### config.mk
export PLATFORM = sky130hd
export DESIGN_NAME = ov7670_frame_source
export DESIGN_NICKNAME = d
export VERILOG_FILES = /design/src/rtl/ov7670_pkg.sv /design/src/rtl/ov7670_pattern_gen.sv /design/src/rtl/ov7670_frame_source.sv
export SDC_FILE = /design/constraint.sdc
export NUM_CORES = 1
export LEC_CHECK = 0
export ABC_AREA = 1
export ABC_CLOCK_PERIOD_IN_PS = 4600
export BUFFER_PORTS_ARGS = -buffer_cell sky130_fd_sc_hd__buf_2
export CORE_ASPECT_RATIO = 1.75
export CORE_UTILIZATION = 30
export CTS_BUF_LIST = sky130_fd_sc_hd__clkbuf_8
export DETAILED_ROUTE_END_ITERATION = 8
export HOLD_SLACK_MARGIN = 0.03
export MAX_ROUTING_LAYER = met4
export PLACE_DENSITY = 0.49
export SLEW_MARGIN = 15
export SYNTH_ARGS = -nofsm -noshare
export SYNTH_HDL_FRONTEND = slang
export SYNTH_SLANG_ARGS = --single-unit
### constraint.sdc
create_clock -name pclk -period 4.6 [get_ports pclk]
set_input_delay 0.46 -clock pclk [delete_from_list [all_inputs] [get_ports pclk]]
set_output_delay 0.46 -clock pclk [all_outputs]
set_load 0.05 [all_outputs]
### src/rtl/ov7670_pkg.sv
// Shared definitions for the OV7670 frame source: FSM states, pattern codes
// and the RGB565 colour-bar palette.
package ov7670_pkg;

  typedef enum logic [2:0] {
    ST_IDLE   = 3'd0,
    ST_VSYNC  = 3'd1,
    ST_VBP    = 3'd2,
    ST_ACTIVE = 3'd3,
    ST_HBLANK = 3'd4,
    ST_VFP    = 3'd5
  } state_e;

  localparam logic [1:0] PAT_SOLID_RED   = 2'd0;
  localparam logic [1:0] PAT_COLOUR_BARS = 2'd1;
  localparam logic [1:0] PAT_PIXEL_INDEX = 2'd2;
  localparam logic [1:0] PAT_CHECKER     = 2'd3;

  localparam logic [15:0] RGB_WHITE   = 16'hFFFF;
  localparam logic [15:0] RGB_YELLOW  = 16'hFFE0;
  localparam logic [15:0] RGB_CYAN    = 16'h07FF;
  localparam logic [15:0] RGB_GREEN   = 16'h07E0;
  localparam logic [15:0] RGB_MAGENTA = 16'hF81F;
  localparam logic [15:0] RGB_RED     = 16'hF800;
  localparam logic [15:0] RGB_BLUE    = 16'h001F;
  localparam logic [15:0] RGB_BLACK   = 16'h0000;

  function automatic int unsigned max_u(input int unsigned a, input int unsigned b);
    return (a > b) ? a : b;
  endfunction

endpackage

### src/rtl/ov7670_pattern_gen.sv
// Combinational RGB565 pixel generator. Only bit 3 of column and line matters
// (checkerboard tile parity), so just those bits are brought in.
module ov7670_pattern_gen
  import ov7670_pkg::*;
(
  input  logic [1:0]  mode_i,
  input  logic        column_b3_i,
  input  logic        line_b3_i,
  input  logic [2:0]  bar_i,
  input  logic [15:0] index_i,
  output logic [15:0] pixel_o
);

  logic [15:0] bar_colour;

  always_comb begin
    bar_colour = RGB_BLACK;
    case (bar_i)
      3'd0: bar_colour = RGB_WHITE;
      3'd1: bar_colour = RGB_YELLOW;
      3'd2: bar_colour = RGB_CYAN;
      3'd3: bar_colour = RGB_GREEN;
      3'd4: bar_colour = RGB_MAGENTA;
      3'd5: bar_colour = RGB_RED;
      3'd6: bar_colour = RGB_BLUE;
      3'd7: bar_colour = RGB_BLACK;
      default: bar_colour = RGB_BLACK;
    endcase
  end

  always_comb begin
    pixel_o = RGB_RED;
    case (mode_i)
      PAT_SOLID_RED:   pixel_o = RGB_RED;
      PAT_COLOUR_BARS: pixel_o = bar_colour;
      PAT_PIXEL_INDEX: pixel_o = index_i;
      PAT_CHECKER:     pixel_o = (column_b3_i ^ line_b3_i) ? RGB_WHITE : RGB_BLACK;
      default:         pixel_o = RGB_RED;
    endcase
  end

endmodule

### src/rtl/ov7670_frame_source.sv
// OV7670 camera emulator: vsync/href/px_data RGB565 byte stream with
// OV7670-style frame timing. Outputs are registered from next-state values.
module ov7670_frame_source
  import ov7670_pkg::*;
#(
  parameter int unsigned H_PIX       = 160,
  parameter int unsigned V_LINES     = 120,
  parameter int unsigned H_BLANK     = 16,
  parameter int unsigned VSYNC_LINES = 3,
  parameter int unsigned VBP_LINES   = 17,
  parameter int unsigned VFP_LINES   = 10
) (
  input  logic       pclk,
  input  logic       rst,
  input  logic       en,
  input  logic [1:0] pattern_sel,
  output logic       vsync,
  output logic       href,
  output logic [7:0] px_data,
  output logic       frame_done,
  output state_e     dbg_state
);

  localparam int unsigned TL      = 2 * H_PIX + H_BLANK;
  localparam int unsigned VS_LEN  = VSYNC_LINES * TL;
  localparam int unsigned VBP_LEN = VBP_LINES * TL;
  localparam int unsigned VFP_LEN = VFP_LINES * TL;
  localparam int unsigned ACT_LEN = 2 * H_PIX;
  localparam int unsigned MAX_LEN = max_u(max_u(VS_LEN, VBP_LEN), max_u(VFP_LEN, TL));
  localparam int unsigned CNT_W   = max_u($clog2(MAX_LEN), 1);
  localparam int unsigned COL_W   = max_u($clog2(H_PIX + 1), 4);
  localparam int unsigned LINE_W  = max_u($clog2(V_LINES), 4);
  localparam int unsigned BAR_W   = H_PIX / 8;
  localparam int unsigned BC_W    = max_u($clog2(BAR_W), 1);

  state_e              state_q, state_d;
  logic [CNT_W-1:0]    cnt_q, cnt_d;
  logic [COL_W-1:0]    col_q, col_d;
  logic [LINE_W-1:0]   line_q, line_d;
  logic [2:0]          bar_q, bar_d;
  logic [BC_W-1:0]     bar_col_q, bar_col_d;
  logic [15:0]         idx_q, idx_d;
  logic [1:0]          mode_q, mode_d;
  logic                vsync_q, href_q, done_q;
  logic [7:0]          px_q;
  logic [15:0]         pixel;

  always_comb begin
    state_d   = state_q;
    cnt_d     = cnt_q;
    col_d     = col_q;
    line_d    = line_q;
    bar_d     = bar_q;
    bar_col_d = bar_col_q;
    idx_d     = idx_q;
    mode_d    = mode_q;
    unique case (state_q)
      ST_IDLE: begin
        if (en) begin
          state_d = ST_VSYNC;
          cnt_d   = '0;
          mode_d  = pattern_sel;
        end
      end
      ST_VSYNC: begin
        if (cnt_q == CNT_W'(VS_LEN - 1)) begin
          state_d = ST_VBP;
          cnt_d   = '0;
        end else begin
          cnt_d = cnt_q + CNT_W'(1);
        end
      end
      ST_VBP: begin
        if (cnt_q == CNT_W'(VBP_LEN - 1)) begin
          state_d   = ST_ACTIVE;
          cnt_d     = '0;
          line_d    = '0;
          col_d     = '0;
          bar_d     = '0;
          bar_col_d = '0;
          idx_d     = '0;
        end else begin
          cnt_d = cnt_q + CNT_W'(1);
        end
      end
      ST_ACTIVE: begin
        // Odd byte closes a pixel: advance column, bar and running index.
        if (cnt_q[0]) begin
          col_d = col_q + COL_W'(1);
          idx_d = idx_q + 16'd1;
          if (bar_col_q == BC_W'(BAR_W - 1)) begin
            bar_col_d = '0;
            bar_d     = bar_q + 3'd1;
          end else begin
            bar_col_d = bar_col_q + BC_W'(1);
          end
        end
        if (cnt_q == CNT_W'(ACT_LEN - 1)) begin
          state_d = ST_HBLANK;
          cnt_d   = '0;
        end else begin
          cnt_d = cnt_q + CNT_W'(1);
        end
      end
      ST_HBLANK: begin
        if (cnt_q == CNT_W'(H_BLANK - 1)) begin
          cnt_d = '0;
          if (line_q == LINE_W'(V_LINES - 1)) begin
            state_d = ST_VFP;
          end else begin
            state_d   = ST_ACTIVE;
            line_d    = line_q + LINE_W'(1);
            col_d     = '0;
            bar_d     = '0;
            bar_col_d = '0;
          end
        end else begin
          cnt_d = cnt_q + CNT_W'(1);
        end
      end
      ST_VFP: begin
        if (cnt_q == CNT_W'(VFP_LEN - 1)) begin
          cnt_d = '0;
          if (en) begin
            state_d = ST_VSYNC;
            mode_d  = pattern_sel;
          end else begin
            state_d = ST_IDLE;
          end
        end else begin
          cnt_d = cnt_q + CNT_W'(1);
        end
      end
      default: state_d = ST_IDLE;
    endcase
  end

  ov7670_pattern_gen u_pattern_gen (
    .mode_i      (mode_d),
    .column_b3_i (col_d[3]),
    .line_b3_i   (line_d[3]),
    .bar_i       (bar_d),
    .index_i     (idx_d),
    .pixel_o     (pixel)
  );

  always_ff @(posedge pclk or negedge rst) begin
    if (!rst) begin
      state_q   <= ST_IDLE;
      cnt_q     <= '0;
      col_q     <= '0;
      line_q    <= '0;
      bar_q     <= '0;
      bar_col_q <= '0;
      idx_q     <= '0;
      mode_q    <= PAT_SOLID_RED;
      vsync_q   <= 1'b0;
      href_q    <= 1'b0;
      done_q    <= 1'b0;
      px_q      <= 8'h00;
    end else begin
      state_q   <= state_d;
      cnt_q     <= cnt_d;
      col_q     <= col_d;
      line_q    <= line_d;
      bar_q     <= bar_d;
      bar_col_q <= bar_col_d;
      idx_q     <= idx_d;
      mode_q    <= mode_d;
      vsync_q   <= (state_d == ST_VSYNC);
      href_q    <= (state_d == ST_ACTIVE);
      done_q    <= (state_d == ST_VFP) && (cnt_d == CNT_W'(VFP_LEN - 1));
      // Even byte in the line carries the high half of the pixel.
      px_q      <= (state_d == ST_ACTIVE) ? (cnt_d[0] ? pixel[7:0] : pixel[15:8]) : 8'h00;
    end
  end

  assign vsync      = vsync_q;
  assign href       = href_q;
  assign px_data    = px_q;
  assign frame_done = done_q;
  assign dbg_state  = state_q;

endmodule
## Word level (Yosys, flattened, before mapping)

Memories as Yosys holds them, arrays and structs flattened.
Index checks and enable logic that the tools add are counted.

- Output and inout bits: 14
- Logic and storage cells: 99
- Memories kept: 1
- Input bits: 5
- Register bits after elaboration: 68
- Bits in read-only memories: 128

- Multiplexer cells: 47
- Equality and inequality tests: 23
- Bitwise gates (word level): 1
- Add/sub/neg operators: 6
- Reductions and logical operators: 7

Memory list:

| name | words | bits a word | read ports | clocked after Yosys merged registers in | wr ports | line | text |
|---|---|---|---|---|---|---|---|
| (name not given) | 8 | 16 | 1 | 0 | 0 | ov7670_pattern_gen.sv:18 | `case (bar_i)` |

Operators by type and width:

| operator | number |
|---|---|
| $mux W13 | 6 |
| $pmux W13 S6 | 1 |
| $pmux W16 S4 | 1 |
| $mux W16 | 3 |
| $mux W8 | 6 |
| $mux W3 | 12 |
| $pmux W16 S2 | 1 |
| $eq A13 B12 Y1 const B | 2 |
| $mux W5 | 5 |
| $pmux W8 S3 | 1 |
| $mux W7 | 3 |
| $pmux W3 S6 | 1 |
| $add A16 B1 Y16 const B | 1 |
| $pmux W5 S3 | 1 |
| $pmux W7 S2 | 1 |
| $add A13 B1 Y13 const B | 1 |
| $eq A13 B10 Y1 const B | 1 |
| $eq A13 B13 Y1 const B | 1 |
| $eq A13 B4 Y1 const B | 1 |
| $eq A13 B9 Y1 const B | 1 |
| $eq A3 B2 Y1 const B | 3 |
| $eq A3 B3 Y1 const B | 3 |
| $pmux W3 S3 | 1 |
| $add A8 B1 Y8 const B | 1 |
| other kinds (20) | 26 |

## Logic depth before layout (Yosys ltp)

- Word-level depth: 9
- Mapped depth: 16

## Hierarchy

A second synthesis with hierarchy kept.

- Cells, all modules: 571
- Area total of the unflattened synthesis: 4110.2 µm²

Modules (own cells, without submodules):

| module | area each (µm²) | times used | sequential area each (µm²) | cells an instance |
|---|---|---|---|---|
| ov7670_frame_source | 3858.7 | 1 | 1601.5 | 523 |
| ov7670_pattern_gen | 251.5 | 1 | 0.0 | 48 |

## Worst setup path after synthesis

No wires, ideal clock.

- Path kind: register -> register
- From: register state_q[1] (netlist: dbg_state[1])
- To: register px_q[3] (netlist: px_data[3])
- Data required time: 4.483 ns
- Slack: 2.531 ns
- Library setup time: 0.117 ns
- Arrival: 1.952 ns
- Cell stages (with the launch flop): 15
- Buffers on the path: 1
- Cell sequence: dfrtp_1 inv_1 nand2_1 nor2_1 buf_2 nand2_1 nand3_2 nor2_2 nand2_1 nand2_2 nand2_1 nor2_1 nand2_2 nor2_1 nor2_1

- Cells in the longest elaborated chain, start to end: 7
- Elaborated cells between the ends (all ways): 30
- Classes of those cells: eq/ne (9); mux (17); bitwise (1); reduce/logical (2); memory (1)

RTL lines:

| item | line | text |
|---|---|---|
| start, declared | ov7670_frame_source.sv:36 | `state_e state_q, state_d;` |
| start signal, assigned | ov7670_frame_source.sv:162 | `state_q <= state_d;` |
| branches (longest 6 deep; another with $mem_v2 Z8 W16) | n/a |  |
| $mux W8 (*) | ov7670_frame_source.sv:174 | `px_q <= (state_d == ST_ACTIVE) ? (cnt_d[0] ? pixel[7:0] : pixel[15:8]) : 8'h00;` |
| end signal, assigned | ov7670_frame_source.sv:174 |  |
| end, declared | ov7670_frame_source.sv:45 | `logic [7:0] px_q;` |

Every way passes the cells marked *.
A chain may end at the register's enable or synchronous reset.

## Worst setup path in the final report

- From: register cnt_q[0]
- To: register px_q[4] (netlist: px_data[4])

- Cells in the longest elaborated chain, start to end: 8
- Elaborated cells between the ends (all ways): 46
- Classes of those cells: add/sub (1); eq/ne (9); mux (33); bitwise (1); reduce/logical (1); memory (1)

RTL lines:

| item | line | text |
|---|---|---|
| start, declared | ov7670_frame_source.sv:37 | `logic [CNT_W-1:0] cnt_q, cnt_d;` |
| start signal, assigned | ov7670_frame_source.sv:163 | `cnt_q <= cnt_d;` |
| branches (longest 7 deep; another with $mem_v2 Z8 W16) | n/a |  |
| $mux W8 (*) | ov7670_frame_source.sv:174 |  |

Every way passes the cells marked *. The select of a mux whose other input is x is not followed.

==> impl_metrics.py <==
metrics = {
    "worst_setup_path": {
        "slowest_delay_ns": 0.59,
        "critPathCaptureType": "register",
        "cp_data_required_time_ns": 4.84,
        "start_kind": "register",
        "crit_family": "simple AND/OR/NAND/NOR gates",
        "worstPathMaxFanout": 11,
        "path_buf_inv": 0,
        "crit_path_top_delay_cell": "dfrtp_1",
        "cp.arrival_ns": 3.11,
        "crit_chain": "ha_1, nand3_2, nor2_1, nand2_1, nand2_1, nand3_2, nor2_2, nand2_1, nand2_2, nand2_1, nor2_1, nand2_2, nor2_1, nor2_1",
        "crit_type": "reg2reg",
    },
    "synthesis": {
        "ys_ff_latch": 64,
        "yosysUniqueCellTypes": 37,
        "syn_nets": 629,
        "netlist_area_sq_um": 4190,
        "synth_top_cell_by_area": "dfrtp_1",
        "yosys-top-cells-area": "dfrtp_1 38%, nand2_1 15%, nand3_1 8.6%, nor2_1 7.7%, inv_1 6.0%",
        "yosysWarnings": 0,
        "synth.top_cell.area_share": 0.383,
        "yosysSeqAreaShare": 0.383,
        "syn_area_per_cell_sq_um": 6.77,
        "synthCells": 618,
    },
    "drt": {
        "wl_per_cell_microns": 15.8,
        "wl_microns": 13000,
        "num_vias": 4161,
        "detail_route.vias_per_cell": 5.05,
        "postRouteAntennaNets": 0,
        "drt-initial-drc-count": 198,
        "drtPass1Iterations": 5,
        "drt_drc_violations_left": 0,
    },
    "placed_design": {
        "dpl.cell_count": 808,
        "hpwl_microns": 10200,
        "place.gp.congestion": 0.967,
        "port_buffers": 18,
    },
    "clock_network": {
        "h-tree-depth": 3,
        "numCtsBuffers": 9,
        "clk_latency_ns": 0.35,
        "cts.sinks": 64,
        "postCtsHoldBufs": 0,
        "cts_root_buf": "clkbuf_8",
        "cts_buffer_depth": 2,
        "cts_tree": "done",
        "cts_resized": 0,
        "clk_pin_slew_ns": 0.08,
        "postCtsSetupBuffers": 0,
    },
    "timing": {
        "fin_setup_tns_ns": 0,
        "finalHoldViolations": 0,
        "fin_crit_sh": 0.624,
        "max_freq_mhz": 348,
        "rsz0062_at_grt": "false",
        "finalSetupViolCount": 0,
        "skew_ns": 0.0120,
        "maxSlewViolCount": 0,
        "timing.final.crit_period_ns": 2.87,
        "worstMarginPinSlew_ns": 0.721,
        "max_slew_margin": 0.519,
        "whs_ns": 0.145,
    },
    "final_layout": {
        "area_growth_syn_to_layout_pct": 11.8,
        "final_core_util": 0.346,
        "finalNonFillerCells": 824,
        "n_antenna_cell": 0,
        "num-nets-final": 656,
        "drive_gt1_frac": 0.117,
    },
    "run": {
        "drv_cap": 0,
    },
    "power": {
        "p_leak_nw": 2.27,
        "peakVddDrop_mv": 0.123,
        "powerDensity_nw_per_um2": 233,
    },
    "global_route": {
        "antenna_found_initial": 0,
        "grt_use_total": 0.199,
        "grt_pass1_wl_microns": 21100,
        "grt_pass1_vias": 4207,
        "grt_max_degree": 37,
        "overflow": 0,
    },
    "floorplanning": {
        "initial_core_util": 0.310,
        "core.rowCount": 56,
        "die_y_microns": 158,
        "die_area_sq_um": 14500,
        "ios": 19,
        "die_x_microns": 91.3,
        "coreArea_sq_um": 13500,
    },
    "worst_hold_path": {
        "min_path_type": "in2async",
    },
    "status": {
        "status": "complete, no violations",
    },
}
[area by class of cell]
type	instances	area, sq um
clock buffer	11	151
sequential	64	1600
timing repair buffer	21	113
fill	1450	8840
inverter	80	300
tap	174	218
multi-input combinational	469	2250
clock inverter	5	47.5
[cells in the final DEF, fill, tap and decap left out, types with 2 or more instances in the layout]
| master | n |
|---|---|
| a21oi_1 | 26 |
| buf_2 | 18 |
| buf_4 | 3 |
| clkbuf_8 | 11 |
| clkinv_2 | 2 |
| dfrtp_1 | 64 |
| ha_1 | 6 |
| inv_1 | 69 |
| inv_2 | 13 |
| nand2_1 | 169 |
| nand2_2 | 9 |
| nand3_1 | 72 |
| nand3_2 | 4 |
| nand4_1 | 11 |
| nor2_1 | 86 |
| nor2_2 | 7 |
| nor2_4 | 2 |
| nor3_1 | 13 |
| nor3_2 | 2 |
| o211ai_1 | 5 |
| o21a_1 | 2 |
| o21ai_0 | 19 |
| o21ai_1 | 12 |
| o22ai_1 | 2 |
| xnor2_1 | 2 |
| xor2_1 | 8 |
[per-layer routing]
layer  global-route usage  vias to the layer above  wire, microns
met5                    -                        -              0
met4                0.119                        0            669
met3               0.0306                       46            465
met2                0.375                      109           7130
met1                0.190                     1950           4780
li1                     -                     2056              -
[cell usage after synthesis, drive strengths merged]
| library cell | instances |
|---|---|
| nand2 | 178 |
| nor2 | 95 |
| inv | 80 |
| nand3 | 77 |
| dfrtp | 64 |
| o21ai | 32 |
| a21oi | 27 |
| nor3 | 15 |
| nand4 | 11 |
| xor2 | 8 |
| ha | 6 |
| buf | 5 |
| o211ai | 5 |
| o21a | 2 |
| o22ai | 2 |
| xnor2 | 2 |
| a211oi | 1 |
| a22o | 1 |
| and3 | 1 |
| nand3b | 1 |
| nor3b | 1 |
| o21bai | 1 |
| o221ai | 1 |
| o32ai | 1 |
| or2 | 1 |
[path summary, 6_finish.rpt]
check	cells after the start	slack [ns]	endpoint	start
min in group pclk	3	0.49	mode_q[1]	pattern_sel[1]
max in group asynchronous	2	3.48	px_data[3]	rst
max	14	1.73	px_data[4]	cnt_q[0]
max reg2reg	14	1.73	px_data[4]	cnt_q[0]
min reg2reg	2	0.52	idx_q[13]	idx_q[13]
min	1	0.15	line_q[1]	rst
[cell families after synthesis]
family | share of synthesized area
buffers and inverters | 0.0798
adder cells (fa/ha/maj) | 0.0179
XOR/XNOR | 0.0209
AO/OA/AOI/OAI | 0.0977
AND/OR/NAND/NOR | 0.401
flip-flops | 0.383
[where the power goes]
group          internal (mW)  switching, mW  total, mW
Clock                  0.275          0.237      0.512
Sequential             0.562              0      0.562
Combinational        0.00177         0.0128     0.0146
[registers in the layout, summed over array words and instances, names as in the netlist]
register,cells
frame_done,1
px_data,8
dbg_state,3
mode_q,2
cnt_q,13
href,1
idx_q,16
line_q,7
vsync,1
col_q,4
bar_q,3
bar_col_q,5
[stage by stage]
stage	power [mW]	area (sq um)	setup WS, ns
6_report	1.09	4680	1.73
5_1_grt	1.13	4680	1.37
4_1_cts	1.11	4680	1.73
3_5_place_dp	0.589	4480	1.74
3_3_place_gp	0.589	4480	1.84
2_1_floorplan	0.573	4190	2.53
No activity file was read; power rests on OpenSTA's default activity.
